## config.mk

```make
export PLATFORM = sky130hd
export DESIGN_NAME = jtcps1_pal_dma_flat
export DESIGN_NICKNAME = d
export VERILOG_FILES = /design/src/rtl/jtcps1_pal_dma_if.sv /design/src/rtl/jtcps1_pal_dma.sv /design/src/flat_wrapper.sv
export SDC_FILE = /design/constraint.sdc
export NUM_CORES = 1
export LEC_CHECK = 0
export CELL_PAD_IN_SITES_DETAIL_PLACEMENT = 1
export CELL_PAD_IN_SITES_GLOBAL_PLACEMENT = 2
export CORE_MARGIN = 4
export CORE_UTILIZATION = 36
export DETAILED_ROUTE_END_ITERATION = 16
export DONT_BUFFER_PORTS = 1
export MAX_ROUTING_LAYER = met4
export PLACE_DENSITY = 0.74
export REMOVE_ABC_BUFFERS = 1
export SLEW_MARGIN = 10
export SYNTH_ARGS = -nofsm -noshare
export SYNTH_HDL_FRONTEND = slang
export SYNTH_SLANG_ARGS = --single-unit
```

## constraint.sdc

```tcl
create_clock -name clk -period 2.6 [get_ports clk]
set_input_delay 0.13 -clock clk [delete_from_list [all_inputs] [get_ports clk]]
set_output_delay 0.13 -clock clk [all_outputs]
set_load 0.02 [all_outputs]
```

## src/rtl/jtcps1_pal_dma_if.sv

```systemverilog
// Signal bundle between the palette copy engine, the CPU side, the VRAM read
// slot and the palette RAM write port.
interface jtcps1_pal_dma_if;
  logic        pal_copy;
  logic [15:0] pal_base;
  logic [5:0]  pal_page_en;
  logic        VB;
  logic        vram_cs;
  logic [16:0] vram_addr;
  logic [15:0] vram_data;
  logic        vram_ok;
  logic        pal_we;
  logic [11:0] pal_wr_addr;
  logic [15:0] pal_wr_data;
  logic        busy;
  logic        done;

  modport master (
    input  pal_copy, pal_base, pal_page_en, VB, vram_data, vram_ok,
    output vram_cs, vram_addr, pal_we, pal_wr_addr, pal_wr_data, busy, done
  );

  modport slave (
    output pal_copy, pal_base, pal_page_en, VB, vram_data, vram_ok,
    input  vram_cs, vram_addr, pal_we, pal_wr_addr, pal_wr_data, busy, done
  );
endinterface

```

## src/rtl/jtcps1_pal_dma.sv

```systemverilog
// Palette copy engine: after a palette-base write, waits for vertical blank and
// copies the enabled 512-word pages from VRAM into the 4096x16 palette RAM.
module jtcps1_pal_dma (
  input  logic              clk,
  input  logic              rst,
  jtcps1_pal_dma_if.master  bus
);
  typedef enum logic [2:0] {IDLE, WAIT_VB, PAGE, REQ, WR, FIN} state_t;

  state_t      state_q, state_d;
  logic [16:0] src_q, src_d;
  logic [11:0] dst_q, dst_d;
  logic [5:0]  mask_q, mask_d;
  logic [9:0]  pbase_q, pbase_d;
  logic [5:0]  pmask_q, pmask_d;
  logic        pend_q, pend_d;
  logic        first_q;
  logic        cs_q, cs_d;
  logic [16:0] vaddr_q, vaddr_d;
  logic        we_q, we_d;
  logic [11:0] waddr_q, waddr_d;
  logic [15:0] wdata_q, wdata_d;
  logic        busy_q, busy_d;
  logic        done_q, done_d;
  logic [7:0]  mask_ext;
  logic        unused_base;

  assign mask_ext    = {2'b00, mask_q};
  assign unused_base = ^bus.pal_base[15:10];

  always_comb begin
    state_d = state_q;
    src_d   = src_q;
    dst_d   = dst_q;
    mask_d  = mask_q;
    pbase_d = pbase_q;
    pmask_d = pmask_q;
    pend_d  = pend_q;
    waddr_d = waddr_q;
    wdata_d = wdata_q;

    // Requests arriving while busy collapse into one shadowed retrigger
    if (bus.pal_copy && state_q != IDLE) begin
      pend_d  = 1'b1;
      pbase_d = bus.pal_base[9:0];
      pmask_d = bus.pal_page_en;
    end

    case (state_q)
      IDLE: if (bus.pal_copy) begin
        src_d   = {bus.pal_base[9:0], 7'd0};
        mask_d  = bus.pal_page_en;
        state_d = WAIT_VB;
      end
      WAIT_VB: if (bus.VB) begin
        dst_d   = '0;
        state_d = PAGE;
      end
      PAGE: begin
        if (mask_ext[dst_q[11:9]]) begin
          state_d = REQ;
        end else begin
          dst_d = dst_q + 12'h200;
          if (dst_d == 12'hC00) state_d = FIN;
        end
      end
      REQ: if (!first_q && bus.vram_ok) begin
        // Counters advance at capture so WR can steer on the incremented dst
        wdata_d = bus.vram_data;
        waddr_d = dst_q;
        dst_d   = dst_q + 12'd1;
        src_d   = src_q + 17'd1;
        state_d = WR;
      end
      WR: begin
        if (dst_q == 12'hC00)      state_d = FIN;
        else if (dst_q[8:0] == '0) state_d = PAGE;
        else                       state_d = REQ;
      end
      FIN: begin
        if (pend_q || bus.pal_copy) begin
          src_d   = {(bus.pal_copy ? bus.pal_base[9:0] : pbase_q), 7'd0};
          mask_d  = bus.pal_copy ? bus.pal_page_en : pmask_q;
          pend_d  = 1'b0;
          state_d = WAIT_VB;
        end else begin
          state_d = IDLE;
        end
      end
      default: state_d = IDLE;
    endcase

    cs_d    = (state_d == REQ);
    vaddr_d = (state_d == REQ) ? src_d : vaddr_q;
    we_d    = (state_d == WR);
    busy_d  = (state_d != IDLE);
    done_d  = (state_d == FIN);
  end

  always_ff @(posedge clk or posedge rst) begin
    if (rst) begin
      state_q <= IDLE;
      src_q   <= '0;
      dst_q   <= '0;
      mask_q  <= '0;
      pbase_q <= '0;
      pmask_q <= '0;
      pend_q  <= 1'b0;
      first_q <= 1'b1;
      cs_q    <= 1'b0;
      vaddr_q <= '0;
      we_q    <= 1'b0;
      waddr_q <= '0;
      wdata_q <= '0;
      busy_q  <= 1'b0;
      done_q  <= 1'b0;
    end else begin
      state_q <= state_d;
      src_q   <= src_d;
      dst_q   <= dst_d;
      mask_q  <= mask_d;
      pbase_q <= pbase_d;
      pmask_q <= pmask_d;
      pend_q  <= pend_d;
      first_q <= (state_q != REQ);
      cs_q    <= cs_d;
      vaddr_q <= vaddr_d;
      we_q    <= we_d;
      waddr_q <= waddr_d;
      wdata_q <= wdata_d;
      busy_q  <= busy_d;
      done_q  <= done_d;
    end
  end

  assign bus.vram_cs     = cs_q;
  assign bus.vram_addr   = vaddr_q;
  assign bus.pal_we      = we_q;
  assign bus.pal_wr_addr = waddr_q;
  assign bus.pal_wr_data = wdata_q;
  assign bus.busy        = busy_q;
  assign bus.done        = done_q;
endmodule

```

## src/flat_wrapper.sv

```systemverilog
// flat-port wrapper written by rule: the top's interface ports become plain ports
module jtcps1_pal_dma_flat 
  (clk, rst, bus_pal_copy, bus_pal_base, bus_pal_page_en, bus_VB, bus_vram_data, bus_vram_ok, bus_vram_cs, bus_vram_addr, bus_pal_we, bus_pal_wr_addr, bus_pal_wr_data, bus_busy, bus_done);
  jtcps1_pal_dma_if bus_i ();
  input  logic clk;
  input  logic rst;
  input wire logic [$bits(bus_i.pal_copy)-1:0] bus_pal_copy;
  input wire logic [$bits(bus_i.pal_base)-1:0] bus_pal_base;
  input wire logic [$bits(bus_i.pal_page_en)-1:0] bus_pal_page_en;
  input wire logic [$bits(bus_i.VB)-1:0] bus_VB;
  input wire logic [$bits(bus_i.vram_data)-1:0] bus_vram_data;
  input wire logic [$bits(bus_i.vram_ok)-1:0] bus_vram_ok;
  output wire logic [$bits(bus_i.vram_cs)-1:0] bus_vram_cs;
  output wire logic [$bits(bus_i.vram_addr)-1:0] bus_vram_addr;
  output wire logic [$bits(bus_i.pal_we)-1:0] bus_pal_we;
  output wire logic [$bits(bus_i.pal_wr_addr)-1:0] bus_pal_wr_addr;
  output wire logic [$bits(bus_i.pal_wr_data)-1:0] bus_pal_wr_data;
  output wire logic [$bits(bus_i.busy)-1:0] bus_busy;
  output wire logic [$bits(bus_i.done)-1:0] bus_done;
  assign bus_i.pal_copy = bus_pal_copy;
  assign bus_i.pal_base = bus_pal_base;
  assign bus_i.pal_page_en = bus_pal_page_en;
  assign bus_i.VB = bus_VB;
  assign bus_i.vram_data = bus_vram_data;
  assign bus_i.vram_ok = bus_vram_ok;
  assign bus_vram_cs = bus_i.vram_cs;
  assign bus_vram_addr = bus_i.vram_addr;
  assign bus_pal_we = bus_i.pal_we;
  assign bus_pal_wr_addr = bus_i.pal_wr_addr;
  assign bus_pal_wr_data = bus_i.pal_wr_data;
  assign bus_busy = bus_i.busy;
  assign bus_done = bus_i.done;
  jtcps1_pal_dma u_core (.clk(clk), .rst(rst), .bus(bus_i));
endmodule
```

# [Word level (Yosys, flattened, before mapping)]
# Cells that the tools add are included.
[classes] addsub=3 order_cmp=1 n_eq_ne=16 muxes=27 reduce_logical=13
[ops] cell="$mux 17" n=3
[ops] cell="$pmux 17 s3" n=1
[ops] cell="$mux 12" n=3
[ops] cell="$pmux 12 s3" n=1
[ops] cell="$eq 12x12->1 const B" n=2
[ops] cell="$mux 3" n=6
[ops] cell="$mux 6" n=3
[ops] cell="$pmux 3 s6" n=1
[ops] cell="$add 17x1->17 const B" n=1
[ops] cell="$add 12x1->12 const B" n=1
[ops] cell="$add 12x10->12 const B" n=1
[ops] cell="$eq 3x3->1 const B" n=4
[ops] cell="$pmux 6 s2" n=1
[ops] cell="$mux 10" n=1
[ops] cell="$eq 3x2->1 const B" n=3
[ops] cell="$logic_not 9->1" n=1
[ops] cell="$reduce_bool 3->1" n=3
[ops] cell="$mux 1" n=6
[ops] cell="$ne 2x2->1 const B" n=3
[ops] cell="$lt 3x4->1 const B" n=1
[ops] cell="$ne 2x1->1 const B" n=2
[ops] cell="$reduce_and 4->1" n=1
[ops] cell="$bmux 1 s3" n=1
[ops] cell="$eq 3x1->1 const B" n=1
[ops] cell="other kinds (8)" n=9
[word_totals] ff_bits=105 inputBits=43 elab_cells=75

# [Logic depth before layout (Yosys ltp)]
# Gate-level depths: netlist of the first run.
[logic_depth] word_depth=6 ltp_mapped=9

# [Worst setup path before layout of the first run]
# Ideal clock, no wire load.
[synth_timing] path_type="flip-flop to flip-flop" startpoint="register u_core.dst_q[0]" endpoint="register u_core.vaddr_q[0], in the netlist u_core.bus.vram_addr[0]" stages_incl_launch_ff=10 setup_slack_ns=0.452 t_required_ns=2.475 synth_period_minus_slack_ns=2.148 n_path_buf=2 arrival_ns=2.023 setup_time_ns=0.125 cell_sequence="dfrtp_1 > inv_1 > ha_1 > nor4b_4 > nand3b_1 > a211o_1 > a21o_1 > buf_6 > buf_12 > mux2_4"
[synth_between] elab_chain_len=6
[synth_rtl] element="start: declaration" line_no="jtcps1_pal_dma.sv:12" source="logic [11:0] dst_q, dst_d;"
[synth_rtl] element="start signal: assignment" line_no="jtcps1_pal_dma.sv:120" source="dst_q <= dst_d;"
[synth_rtl] element="$add 12x10->12" line_no="jtcps1_pal_dma.sv:63" source="dst_d = dst_q + 12'h200;"
[synth_rtl] element="$eq 12x12->1" line_no="jtcps1_pal_dma.sv:64" source="if (dst_d == 12'hC00) state_d = FIN;"
[synth_rtl] element="$mux 3" line_no="jtcps1_pal_dma.sv:64"
[synth_rtl] element="$mux 3" line_no="jtcps1_pal_dma.sv:60" source="if (mask_ext[dst_q[11:9]]) begin"
[synth_rtl] element="$pmux 3 s6 (*)" line_no="jtcps1_pal_dma.sv:49" source="case (state_q)"
[synth_rtl] element="$eq 3x2->1 (*)"
[synth_rtl] element="via u_core.cs_d" line_no="jtcps1_pal_dma.sv:18" source="logic cs_q, cs_d;"
[synth_rtl] element="end signal: assignment" line_no="jtcps1_pal_dma.sv:127" source="vaddr_q <= vaddr_d;"
[synth_rtl] element="end: declaration" line_no="jtcps1_pal_dma.sv:19" source="logic [16:0] vaddr_q, vaddr_d;"
# Mark *: on every way through the listed nets, which the timed path passes. The rest lies on a longest branch.
# A chain may end at the register's enable or synchronous reset.

# [Worst setup path in the final report of the first run]
[layout_timing] startpoint="register u_core.dst_q[0]" endpoint="register u_core.vaddr_q[3], in the netlist u_core.bus.vram_addr[3]"
[layout_between] elab_chain_len=6
[layout_rtl] element="$add 12x10->12" line_no="jtcps1_pal_dma.sv:63"
[layout_rtl] element="$eq 12x12->1" line_no="jtcps1_pal_dma.sv:64"
[layout_rtl] element="$mux 3" line_no="jtcps1_pal_dma.sv:64"
[layout_rtl] element="$mux 3" line_no="jtcps1_pal_dma.sv:60"
[layout_rtl] element="$pmux 3 s6 (*)" line_no="jtcps1_pal_dma.sv:49"
[layout_rtl] element="$eq 3x2->1 (*)" line_no="jtcps1_pal_dma.sv:94" source="vaddr_d = (state_d == REQ) ? src_d : vaddr_q;"
# Every way passes the cells marked *; elsewhere a longest branch is shown, timed or not.

==> metrics.md, run 1 <==
| Metric | Value |
|---|---|
| Antenna cells | `0` |
| Synth top area share | `0.5192` |
| Setup CP Type | `flip-flop to flip-flop` |
| Crit path cell chain | `inv_1, ha_1, nor4b_4, nand3b_1, a211o_1, a21o_1, buf_4, mux2_4` |
| Top post-synthesis cells by count | `dfrtp_1, nand2_1, mux2_2, o21ai_0, nand3_1` |
| H-tree depth | `3` |
| Synth cell types | `66` |
| Post-DRT Antenna Nets | `0` |
| Switching power of the nets | `about 0.0025 W` |
| DRC | `0` |
| CORE AREA | `about 13,000 um^2` |
| Critical path buffers and inverters | `2` |
| Crit path max-delay family | `compound AO/OA/AOI/OAI gates` |
| Power Density | `about 1100 nW/um^2` |
| Number of synthesized flops with an enable pin | `0` |
| TritonCTS clock tree | `done` |
| Routed len/inst | `approximately 18 um` |
| Vias per inst | `5.443` |
| Critical Path Start Type | `flip-flop` |
| Sink Count | `between 100 and 150` |
| HPWL after DPL | `9117 um` |
| Via count | `approximately 3,800` |
| Net Sw Frac | `0.3850` |
| Main flop type after synthesis | `dfrtp_1` |
| Max-slew violations | `0` |
| GR Overflow Total | `0` |
| Static Leak | `~2.6 nW` |
| Clock skew | `0.007205 ns` |
| Final period utilization | `0.9132` |
| VDD IR-drop max | `approximately 0.42 mV` |
| P_int | `about 0.004 W` |
| Normalized max-slew margin | `0.4214` |
| Synth area leader | `dfrtp_1` |
| Post-layout util | `0.4387` |
| CTS max path bufs | `2` |
| Hold Path Class | `primary input to flip-flop` |
| Largest net degree at the start of global routing | `45` |
| Fmax | `421.2 MHz` |
| Final setup fails | `0` |
| Final Wtd Congestion | `0.8223` |
| First-pass GRT wire length | `between 20,000 and 25,000 um` |
| Status | `finished, violations left` |
| Critical-path maximum fanout | `18` |
| Total negative slack | `0 ns` |
| Area growth syn-to-layout | `17.75%` |
| Reg clk slew, reported paths | `0.07 ns` |
| Max-Cap Viols | `0` |
| Failing checks | `negative hold slack` |
| Unrepaired setup endpoints after global routing | `false` |
| Vias in the first global route | `4,119` |
| Multi-input logic area | `around 2200 um^2` |
| Clock power share | `0.227` |
| Syn Inst Count | `about 480` |
| Seq pwr share | `0.462` |
| Final WL | `roughly 13,000 um` |
| Nets | `between 500 and 600` |
| Clock network latency to the later pin of the worst-skew pair | `between 0.3 and 0.4 ns` |
| Mapped Area | `around 5000 um^2` |
| All-Layer GR Usage | `0.1729` |
| Post-synthesis sequential area ratio | `0.5245` |
| Initial antenna violation count | `0` |
| I/O Pins | `92` |
| Rows | `between 40 and 50` |
| Die Area | `approximately 16,000 um^2` |
| Count leader, synth | `dfrtp_1` |
| Fin. Hold Viols | `1` |
| Power Total | `roughly 0.0065 W` |
| TritonCTS buffer count | `9` |
| Required time of the critical path | `approximately 2.8 ns` |
| Ys async rst share | `1.000` |
| CP max stage cell | `dfrtp_1` |
| CP peak stage delay | `0.43 ns` |
| Combinational fraction of design power | `0.311` |
| Post-synthesis register bit count | `105` |
| Initial drt markers | `228` |
| Worst hold slack | `-0.0003767 ns` |
| CTS Root Cell | `clkbuf_16` |
| Total iterations of the first detailed-routing run | `5` |
| Die W | `about 130 um` |
| Ys Warns | `0` |
| Initial core utilization | `0.3726` |
| Worst-margin pin slew | `between 0.8 and 0.9 ns` |
| Port Buffers | `0` |
| Synth Area per Inst | `approximately 10 um^2` |
| Area contributors post-synth | `dfrtp_1, nand2_1, mux2_2` |
| Share of cells above drive strength 1 | `0.1549` |
| Sequential cell area | `between 2000 and 3000 um^2` |
| Crit. End Element | `flip-flop` |
| Chip height | `126.0 um` |
| Critical path arrival | `approximately 2.6 ns` |
| Fill count | `1,504` |
| Fin crit period | `2.374 ns` |
## repair_timing
item | CTS | global route
buffers inserted | 0 | 0
endpoints found under the hold margin | 76 | 0
resized for setup | 0 | 1
hold buffers | 33 | 0
endpoints found under the setup margin | 0 | 4
## cell families after synthesis
logic type | after synthesis | synth area share
AOI/OAI and AO/OA | 89 | 0.1221
xor gates and xnor gates | 9 | 0.01573
adders and majority gates | 4 | 0.009985
buffers and inverters | 37 | 0.03595
DFF | 105 | 0.5245
muxes | 41 | 0.09686
and+or+nand+nor | 197 | 0.1950
## flip-flops by register name (all words and copies together) (netlist names), 3 cells and up
name,count
u_core.bus.pal_wr_data,16
u_core.src_q,17
u_core.state_q,3
u_core.mask_q,6
u_core.dst_q,12
u_core.pbase_q,10
u_core.bus.vram_addr,17
u_core.bus.pal_wr_addr,12
u_core.pmask_q,6
## path summary, 6_finish.rpt
path | depth (start not counted) | slack, ns | startpoint | to
min in group asynchronous | 2 | 0.30 | rst | u_core.bus.pal_wr_addr[8]
max in group asynchronous | 3 | 1.55 | rst | u_core.first_q
worst min register to register | 2 | 0.49 | u_core.mask_q[5] | u_core.mask_q[5]
worst max register to register | 8 | 0.23 | u_core.dst_q[0] | u_core.bus.vram_addr[3]
worst min-delay path | 2 | -0.0004 | bus_pal_page_en[0] | u_core.mask_q[0]
worst max-delay path | 8 | 0.23 | u_core.dst_q[0] | u_core.bus.vram_addr[3]
## per-layer routing
layer	up-vias	GRT usage	share of wire
li1	1784	-	-
met1	1912	0.2208	0.45
met2	90	0.2682	0.47
met3	19	0.04488	0.065
met4	0	0.05994	0.019
met5	-	-	0
## final cells by class
class / instances / area share
timing repair buffer: 50 / 0.07971
inverter: 12 / 0.008056
multi-input combinational: 340 / 0.3733
sequential: 105 / 0.4456
clock buffer: 11 / 0.04282
tap: 176 / 0.03731
clock inverter: 5 / 0.01314
## power by group through the flow
stage | Clock (W) | Sequential, W | Combinational (W)
floorplan | 0 | 0.00289 | 0.00143
global placement | 0 | 0.00302 | 0.00193
detailed placement | 0 | 0.00305 | 0.00200
CTS | 0.00154 | 0.00302 | 0.00205
global route | 0.00160 | 0.00311 | 0.00230
finish | 0.00148 | 0.00301 | 0.00202
## through the flow
step	setup slack, ns	instance area [um^2]	std cells
after floorplan	-0.3626	4877	457
after global placement	0.2855	5240	650
after detailed placement	0.2098	5240	650
after CTS	0.2068	5901	699
after global routing	0.04827	5902	699
final	0.2256	5902	699
## placed cells by master, fill, tap and decap left out, types with 5 or more instances in the layout
| cell | synthesis | layout |
|---|---|---|
| a22oi_1 | 8 | 8 |
| mux2i_1 | 8 | 8 |
| mux2_2 | 26 | 26 |
| inv_1 | 11 | 10 |
| nand4_1 | 6 | 6 |
| nor2_1 | 18 | 18 |
| or3_1 | 5 | 5 |
| o31ai_1 | 7 | 7 |
| clkbuf_16 | 0 | 9 |
| dfrtp_1 | 104 | 103 |
| xnor2_1 | 5 | 5 |
| nand2_1 | 98 | 98 |
| nor3_1 | 9 | 9 |
| dlygate4sd3_1 | 0 | 33 |
| a31oi_1 | 5 | 5 |
| o21ai_0 | 26 | 26 |
| mux2_4 | 6 | 6 |
| nand3_1 | 21 | 21 |
| and3_1 | 5 | 5 |
| buf_4 | 0 | 16 |
| a21oi_1 | 8 | 8 |
Power figures use the tool's default switching activity.
==> run 2, diff against run 1 <==
Settings changed: CORE_UTILIZATION 36 to 39, PLACE_DENSITY 0.74 to 0.76.
Clock period 2.6 ns to 3 ns, I/O delays scaled along.
==> run 2 against run 1 <==
Compared with the run above:
- the flow now finishes without violations
- cell area fell by 1.7%
- sequential cell count unchanged
- via count fell by 3.3%
- wire length shrank 1.7%
- global-route usage is 1.2 points higher
- critical endpoint is now u_core.bus.vram_addr[9]
- highest routed layer unchanged
==> metrics.md, run 2 (synthesis gave the netlist of run 1 again) <==
| Metric | Value |
|---|---|
| TritonCTS clock tree | `done` |
| H-tree depth | `3` |
| Chip height | `around 120 um` |
| Clock network latency to the later pin of the worst-skew pair | `around 0.35 ns` |
| Fill count | `around 1,400` |
| Fmax | `398.2 MHz` |
| CORE AREA | `approximately 13,000 um^2` |
| Post-DRT Antenna Nets | `0` |
| Power Density | `between 900 and 1000 nW/um^2` |
| Routed len/inst | `around 18 um` |
| Total negative slack | `0 ns` |
| Final WL | `12,520 um` |
| Nets | `559` |
| CTS Root Cell | `clkbuf_16` |
| First-pass GRT wire length | `20,790 um` |
| Status | `complete, no violations` |
| Reg clk slew, reported paths | `0.07 ns` |
| Antenna cells | `0` |
| Setup CP Type | `flip-flop to flip-flop` |
| Worst-margin pin slew | `roughly 1 ns` |
| GR Overflow Total | `0` |
| DRC | `0` |
| Postcts setup bufs | `0` |
| Rows | `between 40 and 50` |
| Critical-path maximum fanout | `20` |
| Initial core utilization | `0.3972` |
| Port Buffers | `0` |
| Sink Count | `roughly 110` |
| Share of cells above drive strength 1 | `0.1431` |
| All-Layer GR Usage | `0.1852` |
| Critical Path Start Type | `flip-flop` |
| Area growth syn-to-layout | `15.73%` |
| I/O Pins | `92` |
| Initial antenna violation count | `0` |
| TritonCTS buffer count | `9` |
| Initial drt markers | `around 140` |
| Max-slew violations | `0` |
| Fin. Hold Viols | `0` |
| Largest net degree at the start of global routing | `83` |
| Commonest non-fill, non-tap cells in the layout | `dfrtp_1, nand2_1, dlygate4sd3_1` |
| Fin crit period | `roughly 2.5 ns` |
| Critical path arrival | `2.75 ns` |
| Worst hold slack | `0.01798 ns` |
| Required time of the critical path | `3.23 ns` |
| Die Area | `14,730 um^2` |
| Die W | `~120 um` |
| Commonest non-fill, non-tap cell in the layout | `dfrtp_1` |
| Hold Path Class | `primary input to flip-flop` |
| Unrepaired setup endpoints after global routing | `false` |
| Static Leak | `2.599 nW` |
| Vias in the first global route | `3,957` |
| Max-Cap Viols | `0` |
| Normalized max-slew margin | `0.3281` |
| Post-CTS sizing | `0` |
| Total iterations of the first detailed-routing run | `4` |
| CTS max path bufs | `2` |
| Crit. End Element | `flip-flop` |
| Final period utilization | `0.8372` |
| VDD IR-drop max | `roughly 0.39 mV` |
| Final setup fails | `0` |
| HPWL after DPL | `8738 um` |
| Via count | `~3,700` |
| Final Wtd Congestion | `about 0.81` |
| Clock skew | `around 0.0081 ns` |
| Vias per inst | `between 5 and 6` |
==> run 2: final timing paths <==
kind	startpoint	to	slack, ns	depth (start not counted)
setup / recovery	u_core.state_q[0]	u_core.bus.vram_addr[9]	0.49	6
hold / removal	bus_pal_page_en[1]	u_core.mask_q[1]	0.02	2
setup reg to reg	u_core.state_q[0]	u_core.bus.vram_addr[9]	0.49	6
hold reg to reg	u_core.mask_q[0]	u_core.mask_q[0]	0.49	2
max in group asynchronous	rst	u_core.bus.pal_wr_data[3]	1.67	3
min in group asynchronous	rst	u_core.bus.pal_wr_addr[6]	0.53	2
==> run 2: area by class of cell <==
type | instances | area (um^2) | share of cell area
Clock buffer | 12 | 266.5 | 0.04594
Clock inverter | 4 | 26.28 | 0.004530
Inverter | 12 | 47.55 | 0.008197
Multi-Input combinational cell | 340 | 2203 | 0.3799
Sequential cell | 105 | 2629 | 0.4532
Tap cell | 172 | 215.2 | 0.03710
Timing Repair Buffer | 44 | 412.9 | 0.07118
==> run 2: layer usage <==
layer / GRT usage / up-vias / routed length [um]
li1: - / 1777 / -
met1: 0.2421 / 1817 / 5883
met2: 0.2870 / 75 / 5741
met3: 0.04056 / 10 / 699
met4: 0.06303 / 0 / 195
met5: - / - / 0
==> run 2: repair_timing <==
action | in CTS | in global routing
endpoints found under the setup margin | 0 | 0
hold buffers | 33 | 0
hold endpoints to repair | 117 | 0
==> run 2: through the flow <==
| step | instance area (um^2) | setup WS, ns | utilization | instances | total power [W] |
|---|---|---|---|---|---|
| finish | 5801 | 0.4884 | 0.4596 | 689 | 0.005462 |
| global placement | 5177 | 0.5503 | 0.4103 | 640 | 0.004232 |
| detailed placement | 5177 | 0.5324 | 0.4103 | 640 | 0.004331 |
| CTS | 5801 | 0.4895 | 0.4596 | 689 | 0.005545 |
| floorplan | 4877 | 0.03742 | - | 457 | 0.003743 |
| global route | 5801 | 0.3341 | 0.4596 | 689 | 0.005880 |
==> run 2: critical path: stages (launching register included) <==
cell     delay, ns
dfrtp_1       0.79
xor2_1        0.21
o31ai_1       0.32
a211o_1       0.25
a21o_1        0.14
buf_4         0.29
mux2_2        0.38
==> run 2: power breakdown <==
group	internal (W)	switching, W
Combinational	0.000760	0.000917
Clock	0.000630	0.000525
Sequential	0.00191	0.000724
